==> src/rtl/riscv_test_monitor.sv <==
// Passive end-of-test monitor on the core data bus: tohost pass/fail decode, verify word, watchdog, counters.
// Optional store signature enabled by defining RISCV_MON_SIG_EN (sig_o tied to zero otherwise).
module riscv_test_monitor #(
  parameter logic [31:0] TOHOST_ADDR    = 32'h0000_0100,
  parameter logic [31:0] VERIFY_ADDR    = 32'h0000_0000,
  parameter int          TIMEOUT_CYCLES = 1000
) (
  input  logic        clk,
  input  logic        rst,
  input  logic        data_ce_i,
  input  logic        data_we_i,
  input  logic [31:0] data_addr_i,
  input  logic [31:0] data_i,
  output logic        done_o,
  output logic        pass_o,
  output logic        timeout_o,
  output logic [31:0] code_o,
  output logic [31:0] verify_o,
  output logic [31:0] store_cnt_o,
  output logic [31:0] cycle_cnt_o,
  output logic [31:0] sig_o
);

  typedef enum logic [2:0] {
    IDLE    = 3'd0,
    RUN     = 3'd1,
    PASS    = 3'd2,
    FAIL    = 3'd3,
    TIMEOUT = 3'd4
  } state_t;

  localparam logic [31:0] TIMEOUT_LAST = 32'(TIMEOUT_CYCLES - 1);

  state_t state;
  state_t next_state;

  logic st;
  logic run;
  logic hit_tohost;
  logic hit_verify;
  logic next_terminal;

  assign st         = data_ce_i & data_we_i;
  assign run        = (state == RUN);
  assign hit_tohost = st && (data_addr_i == TOHOST_ADDR);
  assign hit_verify = st && (data_addr_i == VERIFY_ADDR);

  // A tohost store on the watchdog's last cycle takes priority over the timeout.
  always_comb begin
    next_state = state;
    case (state)
      IDLE: next_state = RUN;
      RUN: begin
        if (hit_tohost) begin
          next_state = (data_i == 32'd1) ? PASS : FAIL;
        end else if (cycle_cnt_o == TIMEOUT_LAST) begin
          next_state = TIMEOUT;
        end
      end
      PASS:    next_state = PASS;
      FAIL:    next_state = FAIL;
      TIMEOUT: next_state = TIMEOUT;
      default: next_state = IDLE;
    endcase
  end

  assign next_terminal = (next_state == PASS) || (next_state == FAIL) ||
                         (next_state == TIMEOUT);

  always_ff @(posedge clk or posedge rst) begin
    if (rst) begin
      state     <= IDLE;
      done_o    <= 1'b0;
      pass_o    <= 1'b0;
      timeout_o <= 1'b0;
    end else begin
      state     <= next_state;
      done_o    <= next_terminal;
      pass_o    <= (next_state == PASS);
      timeout_o <= (next_state == TIMEOUT);
    end
  end

  always_ff @(posedge clk or posedge rst) begin
    if (rst) begin
      code_o      <= '0;
      verify_o    <= '0;
      store_cnt_o <= '0;
      cycle_cnt_o <= '0;
    end else if (run) begin
      cycle_cnt_o <= cycle_cnt_o + 32'd1;
      if (st) begin
        store_cnt_o <= store_cnt_o + 32'd1;
      end
      if (hit_verify) begin
        verify_o <= data_i;
      end
      if (hit_tohost) begin
        code_o <= data_i;
      end
    end
  end

`ifdef RISCV_MON_SIG_EN
  always_ff @(posedge clk or posedge rst) begin
    if (rst) begin
      sig_o <= '0;
    end else if (run && st) begin
      sig_o <= {sig_o[30:0], sig_o[31]} ^ data_addr_i ^ data_i;
    end
  end
`else
  assign sig_o = 32'h0;
`endif

endmodule

==> config.mk <==
export PLATFORM = sky130hd
export DESIGN_NAME = riscv_test_monitor
export DESIGN_NICKNAME = d
export VERILOG_FILES = /design/src/rtl/riscv_test_monitor.sv
export SDC_FILE = /design/constraint.sdc
export NUM_CORES = 1
export LEC_CHECK = 0
export CORE_AREA = 2 2 126 128
export CTS_BUF_LIST = sky130_fd_sc_hd__clkbuf_4
export CTS_CLUSTER_SIZE = 25
export DETAILED_ROUTE_END_ITERATION = 12
export DIE_AREA = 0 0 128 130
export PLACE_DENSITY_LB_ADDON = 0.08
export SYNTH_ARGS = -nofsm -noshare
export SYNTH_HDL_FRONTEND = slang
export SYNTH_SLANG_ARGS = --single-unit
==> constraint.sdc <==
create_clock -name clk -period 10.2 [get_ports clk]
set_clock_uncertainty 0.1 [all_clocks]
set_input_delay 1.02 -clock clk [delete_from_list [all_inputs] [get_ports clk]]
set_output_delay 1.02 -clock clk [all_outputs]
set_load 0.005 [all_outputs]
======== Word level (Yosys, flattened, before mapping) ========
Index checks and enable logic that the tools add are counted.
operators by class
  $add $sub $neg .......................... 2
  equality and inequality tests ........... 10
  multiplexer cells ....................... 4
  bitwise logic cells ..................... 1
  reductions and logical operators ........ 9
operators by type and width
  cell                                                    count
  adder 32 x 1 -> 32 bit (second input constant)          2
  equality test 32 x 1 -> 1 bit (second input constant)   1
  equality test 32 x 10 -> 1 bit (second input constant)  1
  equality test 32 x 9 -> 1 bit (second input constant)   1
  zero test 32 bit                                        1
  case mux 3 bit (5 select lines)                         1
  equality test 3 x 2 -> 1 bit (second input constant)    4
  equality test 3 bit (second input constant)             2
  2-to-1 mux 3 bit                                        2
  AND reduction 2 bit                                     3
  equality test 3 x 1 -> 1 bit (second input constant)    1
  zero test 3 bit                                         1
  logical AND 1 bit                                       2
  logical OR 1 bit                                        2
  AND 1 bit                                               1
  2-to-1 mux 1 bit                                        1
storage, ports and cells
  register bits ........................... 134
  bits of input ports ..................... 68
  output and inout port bits .............. 163
  logic and storage cells ................. 34

======== Logic depth before layout (Yosys ltp) ========
Gate-level depths: netlist of the first run.
  depth after elaboration ................. 7
  mapped depth ............................ 8
  mapped depth without buffers ............ 6

======== Least setup slack after synthesis of the first run ========
No wires, ideal clock.
  path kind ............................... input-to-reg
  from .................................... input data_addr_i[13]
  to ...................................... register code_o[19]
  library setup time ...................... 0.125 ns
  arrival ................................. 2.538 ns
  required time ........................... 9.975 ns
  path slack .............................. 7.437 ns
  cell stages on the path ................. 5
  buffers on the path ..................... 1
  path through ............................ nor4_1 -> nand4_1 -> nor4_2 -> buf_2 -> mux2_2
between the ends
  cells in the longest elaborated chain, start to end .. 3
ends and longest elaborated chain
  item                           line  RTL
  from (decl)                    12    input logic [31:0] data_addr_i,
  equality test 32 x 9 -> 1 bit  45    assign hit_tohost = st && (data_addr_i == TOHOST_ADDR);
  logical AND 1 bit              45
  AND reduction 2 bit (no line)  --
  to (signal assigned)           99    code_o <= data_i;
  to (decl)                      17    output logic [31:0] code_o,
Every way passes these cells.
A chain may end at the register's enable or synchronous reset.

======== Worst setup path in the final report of the first run ========
  from .................................... input data_ce_i
  to ...................................... register verify_o[31]
between the ends
  cells in the longest elaborated chain, start to end .. 3
ends and longest elaborated chain
  item                           line  RTL
  from (decl)                    10    input logic data_ce_i,
  AND 1 bit                      43    assign st = data_ce_i & data_we_i;
  logical AND 1 bit              46    assign hit_verify = st && (data_addr_i == VERIFY_ADDR);
  AND reduction 2 bit (no line)  --
  to (signal assigned)           96    verify_o <= data_i;
  to (decl)                      18    output logic [31:0] verify_o,
Every way passes these cells.

==> run summary, run 1 <==
Psw - 0.000246 W
post-layout utilization of the core - 53.4%
Post-synth EDFFs - 0
root buffer cell - clkbuf_4
top-count cell post-synth - dfrtp_1
most area-hungry cell type in the Yosys netlist - dfrtp_1
vias - 4313
synthesized area per cell - 12.5 sq um
Slew Viols, Final - 0
final-report hold violation count - 0
minimum clock period - 2.89 ns
sequential share of power - 59.7%
Iter 0 DRT Violations - 225
Yosys top cell area share - 56.1%
logic gate share of total power - 10.6%
Yosys reg bits - 134
Yosys cell types - 40
CTS tree - yes
DRC violation count after routing - 0
Skew-Pair Late Insertion Delay - 0.52 ns
1st-pass router iterations - 4
H-tree level count - 4
vias in the first global route - 4377
worst ir drop on vdd - 0.0000530 V
row count - 46
GP Congestion - 0.768
Sink Count - 134
I/O Buffers - 198
layout cells sized above 1 - 14.2%
Total Wirelength - 14.7 mm
endpoint kind of the worst setup timing path - flop
Clock Tree Buf Depth - 2
CTS Hold Bufs - 0
FFs w/ async S/R, synth - 100%
Slew @ Worst Pin - 0.944 ns
Sw Share - 26.1%
core box area - 0.0154 sq mm
dominant synthesized flop cell - dfrtp_1
first-pass GRT wire length - 23.4 mm
outcome - finished, final reports clean
worst setup margin - 7.31 ns
starting density of the core - 38.8%
post_cts resized - 0
antenna violations before repair - 0
area growth from synthesis to layout - 37.7%
PwrDens - 114 mW/mm^2
DR WL/cell - 16.6 um
Seq/Total Area, Yosys - 56.1%
DP Worst Slack - 6.74 ns
Post-DP HPWL - 10.9 mm
Vert. Die Dim - 130 um
Final nets - 755
Setup violations, final - 0
grt total ovfl - 0
Area contributors post-synth - dfrtp_1 56%, mux2_2 11%, xnor2_1 5.9%
io pins - 231
Mapped Cells - 477
P_leak - 3.70 nW
Max Freq - 345 MHz
internal power - 0.000694 W
critical path launch point type - primary input
die area - 0.0166 sq mm
Req. time, crit path - 10.50 ns
total setup buffers inserted after CTS - 0
HP Class - flop to flop
clock share of power - 29.7%
RSZ-0062 raised after global routing - no
overall routing resource usage - 18.2%
pin count of the biggest net entering global routing - 76
post-route setup TNS - 0 ns
crit path kind - primary input to flop
synthesized area - 0.00598 sq mm
Die Wd - 128 um
Yosys warnings - 0
Worst EP arrival - 3.20 ns
Area after DPL - 0.00803 sq mm
largest fanout on the critical path - 32
Post-synth top cells - 134 x dfrtp_1, 59 x mux2_2, 40 x xnor2_1
total CTS buffers - 17
Max-slew headroom - 37.1%
fin crit share - 28.4%
post-route ant nets - 0
Max Cap Violations - 0
clock-pin slew on the worst setup and hold paths - 0.10 ns
via/cell ratio - 4.85
ant diodes - 0
Finished Cell Area - 0.00824 sq mm
## cells by family (layout without fill, tap and decap cells)
group                      count (synthesis)  in the layout  synth area share [%]
AOI/OAI and AO/OA                          5              5                 0.523
xor gates and xnor gates                  62             62                  9.20
adders and majority gates                  2              2                 0.418
buffers and inverters                     50            239                  5.90
DFF                                      134            134                  56.1
muxes                                     66             66                  12.4
other                                      1             32                0.0627
and+or+nand+nor                          157            157                  15.4
## worst paths after layout
path	slack, ns	start	endpoint	cells after the start
max in group asynchronous	7.81	rst	code_o[10]$_DFFE_PP0P_	3
hold / removal	0.39	store_cnt_o[31]$_DFFE_PP0P_	store_cnt_o[31]$_DFFE_PP0P_	1
setup reg to reg	7.38	state[2]$_DFF_PP0_	verify_o[31]$_DFFE_PP0P_	6
hold reg to reg	0.39	store_cnt_o[31]$_DFFE_PP0P_	store_cnt_o[31]$_DFFE_PP0P_	1
setup / recovery	7.31	data_ce_i	verify_o[31]$_DFFE_PP0P_	7
min in group asynchronous	0.84	rst	store_cnt_o[31]$_DFFE_PP0P_	2
## critical path, cell delays in order
cell and delay [ns]:
clkdlybuf4s50_1 0.51, nand2_1 0.25, nor2_4 0.24, inv_2 0.08, nor4_4 0.24, buf_4 0.43
mux2_2 0.39
## cell type report
class	count	area [sq um]
clock buffers	19	143
clock inverters	12	65.1
fillers	1404	7190
inverters	7	31.3
multi-input cells	324	2400
flip-flops and latches	134	3350
well taps	192	240
repair buffers	201	2000
## cell usage in the layout (no fill, tap or decap), types with 3 or more instances in the layout
cell type / count
a21oi_1: 3
and2_1: 3
and3_1: 11
and4_1: 7
buf_4: 3
clkbuf_4: 19
clkdlybuf4s50_1: 198
clkinv_1: 5
clkinv_2: 3
clkinvlp_4: 3
conb_1: 32
dfrtp_1: 134
inv_1: 5
mux2_1: 7
mux2_2: 59
nand2_1: 33
nand3_1: 22
nand4_1: 17
nor2_1: 18
nor3_1: 6
nor4_1: 20
nor4_4: 4
xnor2_1: 40
xor2_1: 21
## sequential cells by signal, summed over array words and instances (netlist names)
signal and count:
code_o 32, cycle_cnt_o 32, store_cnt_o 32, verify_o 32, state 3, done_o 1, pass_o 1, timeout_o 1
## per-stage QoR
step / cells / power (W) / hold slack, ns
2_1_floorplan: 508 / 0.000610 / 0.368
3_3_place_gp: 858 / 0.000670 / 0.363
3_5_place_dp: 858 / 0.000672 / 0.376
4_1_cts: 889 / 0.000956 / 0.403
5_1_grt: 889 / 0.000989 / 0.417
6_report: 889 / 0.000940 / 0.389
## power by group through the flow
stage	registers [W]	clock network, W	logic, W
after floorplan	0.000569	0	0.0000411
after global placement	0.000570	0	0.000100
after detailed placement	0.000572	0	0.000100
after CTS	0.000561	0.000294	0.000101
after global routing	0.000565	0.000315	0.000109
final	0.000561	0.000280	0.0000993
## metal layers
metal	up-vias	GRT usage, %	wire [um]
met5	-	0	0
met4	0	5.95	225
met3	15	5.37	911
met2	152	30.6	7330
met1	2118	22.7	6270
li1	2028	-	-
No activity file was read; power rests on OpenSTA's default activity.
==> inputs of run 2 (changes only) <==
- clock period: 10.2 -> 2.37 ns (I/O delays scaled with it)
==> run 2 against run 1 <==
Effect of this change: die area did not move; register-to-register slack got worse by 7.3 ns; routed wire length rose by 0.97%; setup slack lost 7.2 ns; sequential cell count is the same; clock power increased to 5.9 times the previous value; sequential share of layout area decreased by 1.8 points; power increased to 4.8 times the previous value; hold slack worse by 0.31 ns.
==> run summary, run 2 (same netlist as run 1, synthesis figures left out) <==
outcome - finished, final reports clean
wire length on met2 - 7.39 mm
I/O Buffers - 198
grt total ovfl - 0
Max Cap Violations - 0
clock-pin slew on the worst setup and hold paths - 0.11 ns
commonest cells after routing, fill and taps aside - 198 x clkdlybuf4s50_1, 134 x dfrtp_1, 59 x mux2_2
largest fanout on the critical path - 5
worst setup margin - 0.123 ns
DR WL/cell - 16.3 um
DP Worst Slack - -0.158 ns
first-pass GRT wire length - 23.6 mm
GP Congestion - 0.771
starting density of the core - 38.8%
endpoint kind of the worst setup timing path - flop
RSZ-0062 raised after global routing - yes
io pins - 231
Finished Layout Cells - 914
H-tree level count - 4
area growth from synthesis to layout - 44.0%
sequential share of power - 53.5%
Psw - 0.00110 W
Sw Share - 24.4%
minimum clock period - 2.25 ns
1st-pass router iterations - 4
vias - 4423
overall routing resource usage - 18.4%
ant diodes - 0
P_leak - 3.89 nW
final-report hold violation count - 0
commonest non-fill, non-tap cell in the layout - clkdlybuf4s50_1
Max Freq - 445 MHz
Skew-Pair Late Insertion Delay - 0.53 ns
logic gate share of total power - 9.7%
Clock Tree Buf Depth - 2
HP Class - primary input to asynchronous set/reset pin
Vert. Die Dim - 130 um
fin crit share - 94.8%
Highest Signal Layer - met4
clock share of power - 36.8%
Total Wirelength - 14.9 mm
crit path kind - flop to flop
pin count of the biggest net entering global routing - 71
worst ir drop on vdd - 0.000284 V
WHS - 0.0801 ns
CTS tree - yes
Worst EP arrival - 2.61 ns
Reg2Reg Depth - 6
FF-to-FF Start - cycle_cnt_o[7]$_DFFE_PP0P_
Slew Viols, Final - 0
critical path launch point type - flop
Final nets - 779
r2r endpoint - timeout_o$_DFF_PP0_
wire length on met3 - 870 um
Req. time, crit path - 2.73 ns
via/cell ratio - 4.84
PwrDens - 524 mW/mm^2
internal power - 0.00341 W
Sink Count - 134
Die Wd - 128 um
r2r setup slk - 0.12 ns
Power Total - 0.00451 W
root buffer cell - clkbuf_4
DRC violation count after routing - 0
Iter 0 DRT Violations - 225
Post-DP HPWL - 11.0 mm
total CTS buffers - 17
Setup violations, final - 0
die area - 0.0166 sq mm
post-layout utilization of the core - 55.8%
met1 wire length - 6.33 mm
row count - 46
layout cells sized above 1 - 17.9%
post-route ant nets - 0
antenna violations before repair - 0
placed insts - 880
vias in the first global route - 4556
core box area - 0.0154 sq mm
run 2: cell types whose count changed in the layout (fill, tap and decap cells not counted), sizes merged:
| cell | before | now |
|---|---|---|
| clkinv | 9 | 7 |
| buf | 3 | 27 |
| bufinv | 0 | 4 |
| clkbuf | 19 | 17 |
| clkinvlp | 3 | 4 |
run 2: timing repair:
item	4_1_cts	5_1_grt
endpoints found under the setup margin	2	15
pin swaps	0	0
hold buffers	0	0
buffers inserted	0	2
resized for setup	1	5
run 2: critical path, stage by stage (launching register included):
cell and delay [ns]:
dfrtp_1 0.43, nand4_1 0.16, or4_1 0.44, nor4_2 0.26, buf_4 0.16, or4b_1 0.47, a21oi_1 0.17
run 2: metrics by stage:
step           area (sq um)  TNS [ns]
6_report               8610         0
5_1_grt                8610   -0.0160
4_1_cts                8580         0
3_5_place_dp           8260     -8.38
3_3_place_gp           8260    -10.61
2_1_floorplan          6100         0
run 2: how the worst max path moves through the flow:
| stage | from | slack, ns | endpoint | cells after the start |
|---|---|---|---|---|
| final | cycle_cnt_o[7]$_DFFE_PP0P_ | 0.12 | timeout_o$_DFF_PP0_ | 6 |
| after global routing | state[1]$_DFF_PP0_ | -0.01 | store_cnt_o[18]$_DFFE_PP0P_ | 6 |
| after CTS | state[1]$_DFF_PP0_ | 0.02 | store_cnt_o[19]$_DFFE_PP0P_ | 6 |
| after detailed placement | data_addr_i[13] | -0.16 | code_o[20]$_DFFE_PP0P_ | 7 |
| after global placement | data_addr_i[12] | -0.18 | code_o[26]$_DFFE_PP0P_ | 7 |
| after floorplan | state[2]$_DFF_PP0_ | 0.03 | verify_o[10]$_DFFE_PP0P_ | 8 |
run 2: area by class of cell:
| type | instances | area, sq um |
|---|---|---|
| fillers | 1400 | 6810 |
| flip-flops and latches | 134 | 3350 |
| multi-input cells | 324 | 2430 |
| repair buffers | 225 | 2250 |
| well taps | 192 | 240 |
| clock inverters | 15 | 185 |
| clock buffers | 17 | 128 |
| inverters | 7 | 30.0 |
run 2: power by group through the flow:
stage / registers, W / clock network (W) / logic [W]
final: 0.00241 / 0.00166 / 0.000438
after global routing: 0.00243 / 0.00182 / 0.000476
after CTS: 0.00242 / 0.00173 / 0.000443
after detailed placement: 0.00246 / 0 / 0.000442
after global placement: 0.00245 / 0 / 0.000439
after floorplan: 0.00245 / 0 / 0.000177
run 2: per-layer routing:
| layer | track usage (%) | up-vias |
|---|---|---|
| li1 | - | 2080 |
| met1 | 22.5 | 2163 |
| met2 | 31.0 | 159 |
| met3 | 5.37 | 21 |
| met4 | 6.98 | 0 |
| met5 | 0 | - |
==> inputs of run 3 (changes only) <==
- ABC_AREA: not set -> 1
- CORE_AREA: 2 2 126 128 -> 2 2 131 133
- DIE_AREA: 0 0 128 130 -> 0 0 133 135
- PLACE_DENSITY: not set -> 0.74
- PLACE_DENSITY_LB_ADDON: 0.08 -> not set
- SETUP_SLACK_MARGIN: not set -> 0.02
==> run 3 against run 2 <==
Effect of this change: combinational power decreased by 48%; clock power decreased by 2%; power decreased by 8.4%; global-route usage increased by 0.54 points; sequential share of layout area decreased by 1.5 points; sequential cell count unchanged; critical path depth increased by 3; critical endpoint is now cycle_cnt_o[30]$_DFFE_PP0P_; synthesized cell count increased by 62%; core utilization decreased by 1.3 points.
==> run summary, run 3 <==
post_cts resized - 0
total setup buffers inserted after CTS - 0
Total Wirelength - 16.5 mm
worst ir drop on vdd - 0.000341 V
most area-hungry cell type in the Yosys netlist - dfrtp_1
CP peak stage delay - 0.47 ns
vias - 5539
Worst EP arrival - 2.40 ns
Setup violations, final - 0
Post-DP HPWL - 12.5 mm
Area contributors post-synth - dfrtp_1 52%, nand2_1 11%, nor2_1 5.4%
overall routing resource usage - 18.9%
post-route setup TNS - 0 ns
worst path cell trace - ha_1 -> nand2_1 -> inv_1 -> nand2_1 -> nor2_2 -> nand4_1 -> nor2_1 -> nand2_1 -> xor2_1
minimum clock period - 2.08 ns
Yosys reg bits - 134
antenna violations before repair - 2
Slew @ Worst Pin - 0.548 ns
cell mode on critical path - nand2_1
vias in the first global route - 5304
Clock Tree Buf Depth - 2
area growth from synthesis to layout - 38.3%
Sink Count - 134
CTS Hold Bufs - 1
Yosys top cell area share - 51.8%
Reg2Reg Depth - 9
Post-synth top cells - 191 x nand2_1, 134 x dfrtp_1, 93 x nor2_1
commonest cells after routing, fill and taps aside - 198 x clkdlybuf4s50_1, 191 x nand2_1, 134 x dfrtp_1
Slowest cell on crit path - dfrtp_1
Max Freq - 482 MHz
Vert. Die Dim - 135 um
commonest non-fill, non-tap cell in the layout - clkdlybuf4s50_1
Slew Viols, Final - 0
crit path kind - flop to flop
hold path depth - 3
GP Congestion - 0.896
P_leak - 4.23 nW
first-pass GRT wire length - 26.8 mm
RSZ-0062 raised after global routing - no
1st-pass router iterations - 5
synthesized area per cell - 8.39 sq um
DR WL/cell - 13.6 um
CP Depth - 9
CP top delay family - simple AND/OR/NAND/NOR gates
layout cells sized above 1 - 5.55%
DRC violation count after routing - 0
pin count of the biggest net entering global routing - 65
via/cell ratio - 4.57
Die Wd - 133 um
root buffer cell - clkbuf_4
fin crit share - 87.6%
row count - 47
HP Class - primary input to flop
final-report hold violation count - 0
clock-pin slew on the worst setup and hold paths - 0.13 ns
PwrDens - 462 mW/mm^2
Yosys warnings - 0
dominant synthesized flop cell - dfrtp_1
Max-slew headroom - 63.2%
Final nets - 1048
post-route ant nets - 0
I/O Buffers - 198
endpoint kind of the worst setup timing path - flop
Seq/Total Area, Yosys - 51.8%
H-tree level count - 4
FFs w/ async S/R, synth - 100%
largest fanout on the critical path - 4
Skew-Pair Late Insertion Delay - 0.53 ns
Buf/Inv on CP - 1
outcome - finished, final reports clean
critical path launch point type - flop
Iter 0 DRT Violations - 210
Yosys cell types - 31
Mapped Cells - 771
io pins - 231
Fillers - 1515
Power Total - 0.00414 W
grt total ovfl - 0
total CTS buffers - 17
Max Cap Violations - 0
core box area - 0.0164 sq mm
Post-synth EDFFs - 0
die area - 0.0180 sq mm
Req. time, crit path - 2.70 ns
CTS tree - yes
synthesized area - 0.00647 sq mm
starting density of the core - 39.4%
top-count cell post-synth - nand2_1
[run 3: cell count changes in the layout (fill, tap and decap cells not counted), moves of 14 or more]
cell,previous run,this run
buf_4,22,2
inv_1,5,88
mux2_2,59,0
nand2_1,33,191
nor2_1,18,93
nor3_1,6,25
nor4_1,18,3
o21ai_0,0,14
o21ai_1,0,53
xnor2_1,40,20
xor2_1,21,37
[run 3: cell families after synthesis]
| group | after synthesis | synth area share [%] |
|---|---|---|
| buf+inv | 139 | 10.2 |
| compound gates | 70 | 5.47 |
| flops | 134 | 51.8 |
| xor+xnor | 57 | 7.71 |
| other cells | 1 | 0.0579 |
| fa+ha+maj | 2 | 0.387 |
| simple gates | 368 | 24.3 |
[run 3: per-layer routing]
| layer | wire length, um | vias up | part of all wire [%] | global-route usage [%] |
|---|---|---|---|---|
| met4 | 246 | 0 | 1.5 | 6.21 |
| met2 | 7850 | 171 | 48 | 30.7 |
| met5 | 0 | - | 0 | 0 |
| li1 | - | 2769 | - | - |
| met3 | 952 | 15 | 5.8 | 5.37 |
| met1 | 7470 | 2584 | 45 | 24.6 |
[run 3: cell type report]
| cell class | count | area, sq um | area share, % |
|---|---|---|---|
| multi-input combinational | 529 | 2580 | 28.8 |
| sequential | 134 | 3350 | 37.5 |
| clock buffer | 17 | 128 | 1.43 |
| antenna | 1 | 2.50 | 0.0280 |
| clock inverter | 15 | 180 | 2.01 |
| inverter | 91 | 345 | 3.86 |
| tap | 220 | 275 | 3.08 |
| timing repair buffer | 205 | 2090 | 23.3 |
[run 3: per-stage QoR]
step	utilization [%]	instance area, sq um	setup WS [ns]	hold slack, ns	cells
6_report	54.5	8950	0.294	0.189	1212
2_1_floorplan	-	6590	0.368	0.290	802
3_3_place_gp	52.6	8630	0.332	0.365	1178
5_1_grt	54.5	8950	0.144	0.131	1212
3_5_place_dp	52.6	8630	0.234	0.369	1178
4_1_cts	54.5	8950	0.311	0.140	1211
[run 3: worst register-to-register path, stage by stage, from the launching register on]
cell     delay, ns
dfrtp_1       0.47
ha_1          0.20
nand2_1       0.12
inv_1         0.08
nand2_1       0.08
nor2_2        0.22
nand4_1       0.25
nor2_1        0.23
nand2_1       0.09
xor2_1        0.14
[run 3: final timing paths]
check,from,end,slack (ns)
setup / recovery,cycle_cnt_o[0]$_DFFE_PP0P_,cycle_cnt_o[30]$_DFFE_PP0P_,0.29
hold / removal,data_i[17],code_o[17]$_DFFE_PP0P_,0.19
setup reg to reg,cycle_cnt_o[0]$_DFFE_PP0P_,cycle_cnt_o[30]$_DFFE_PP0P_,0.29
hold reg to reg,store_cnt_o[31]$_DFFE_PP0P_,store_cnt_o[31]$_DFFE_PP0P_,0.39
max in group asynchronous,rst,verify_o[11]$_DFFE_PP0P_,1.24
min in group asynchronous,rst,store_cnt_o[21]$_DFFE_PP0P_,0.40
[run 3: where the power goes]
part           switching, W  internal, W  leakage [nW]
Sequential                0      0.00229          1.82
Combinational      0.000112     0.000117          2.26
Clock              0.000885     0.000737         0.158
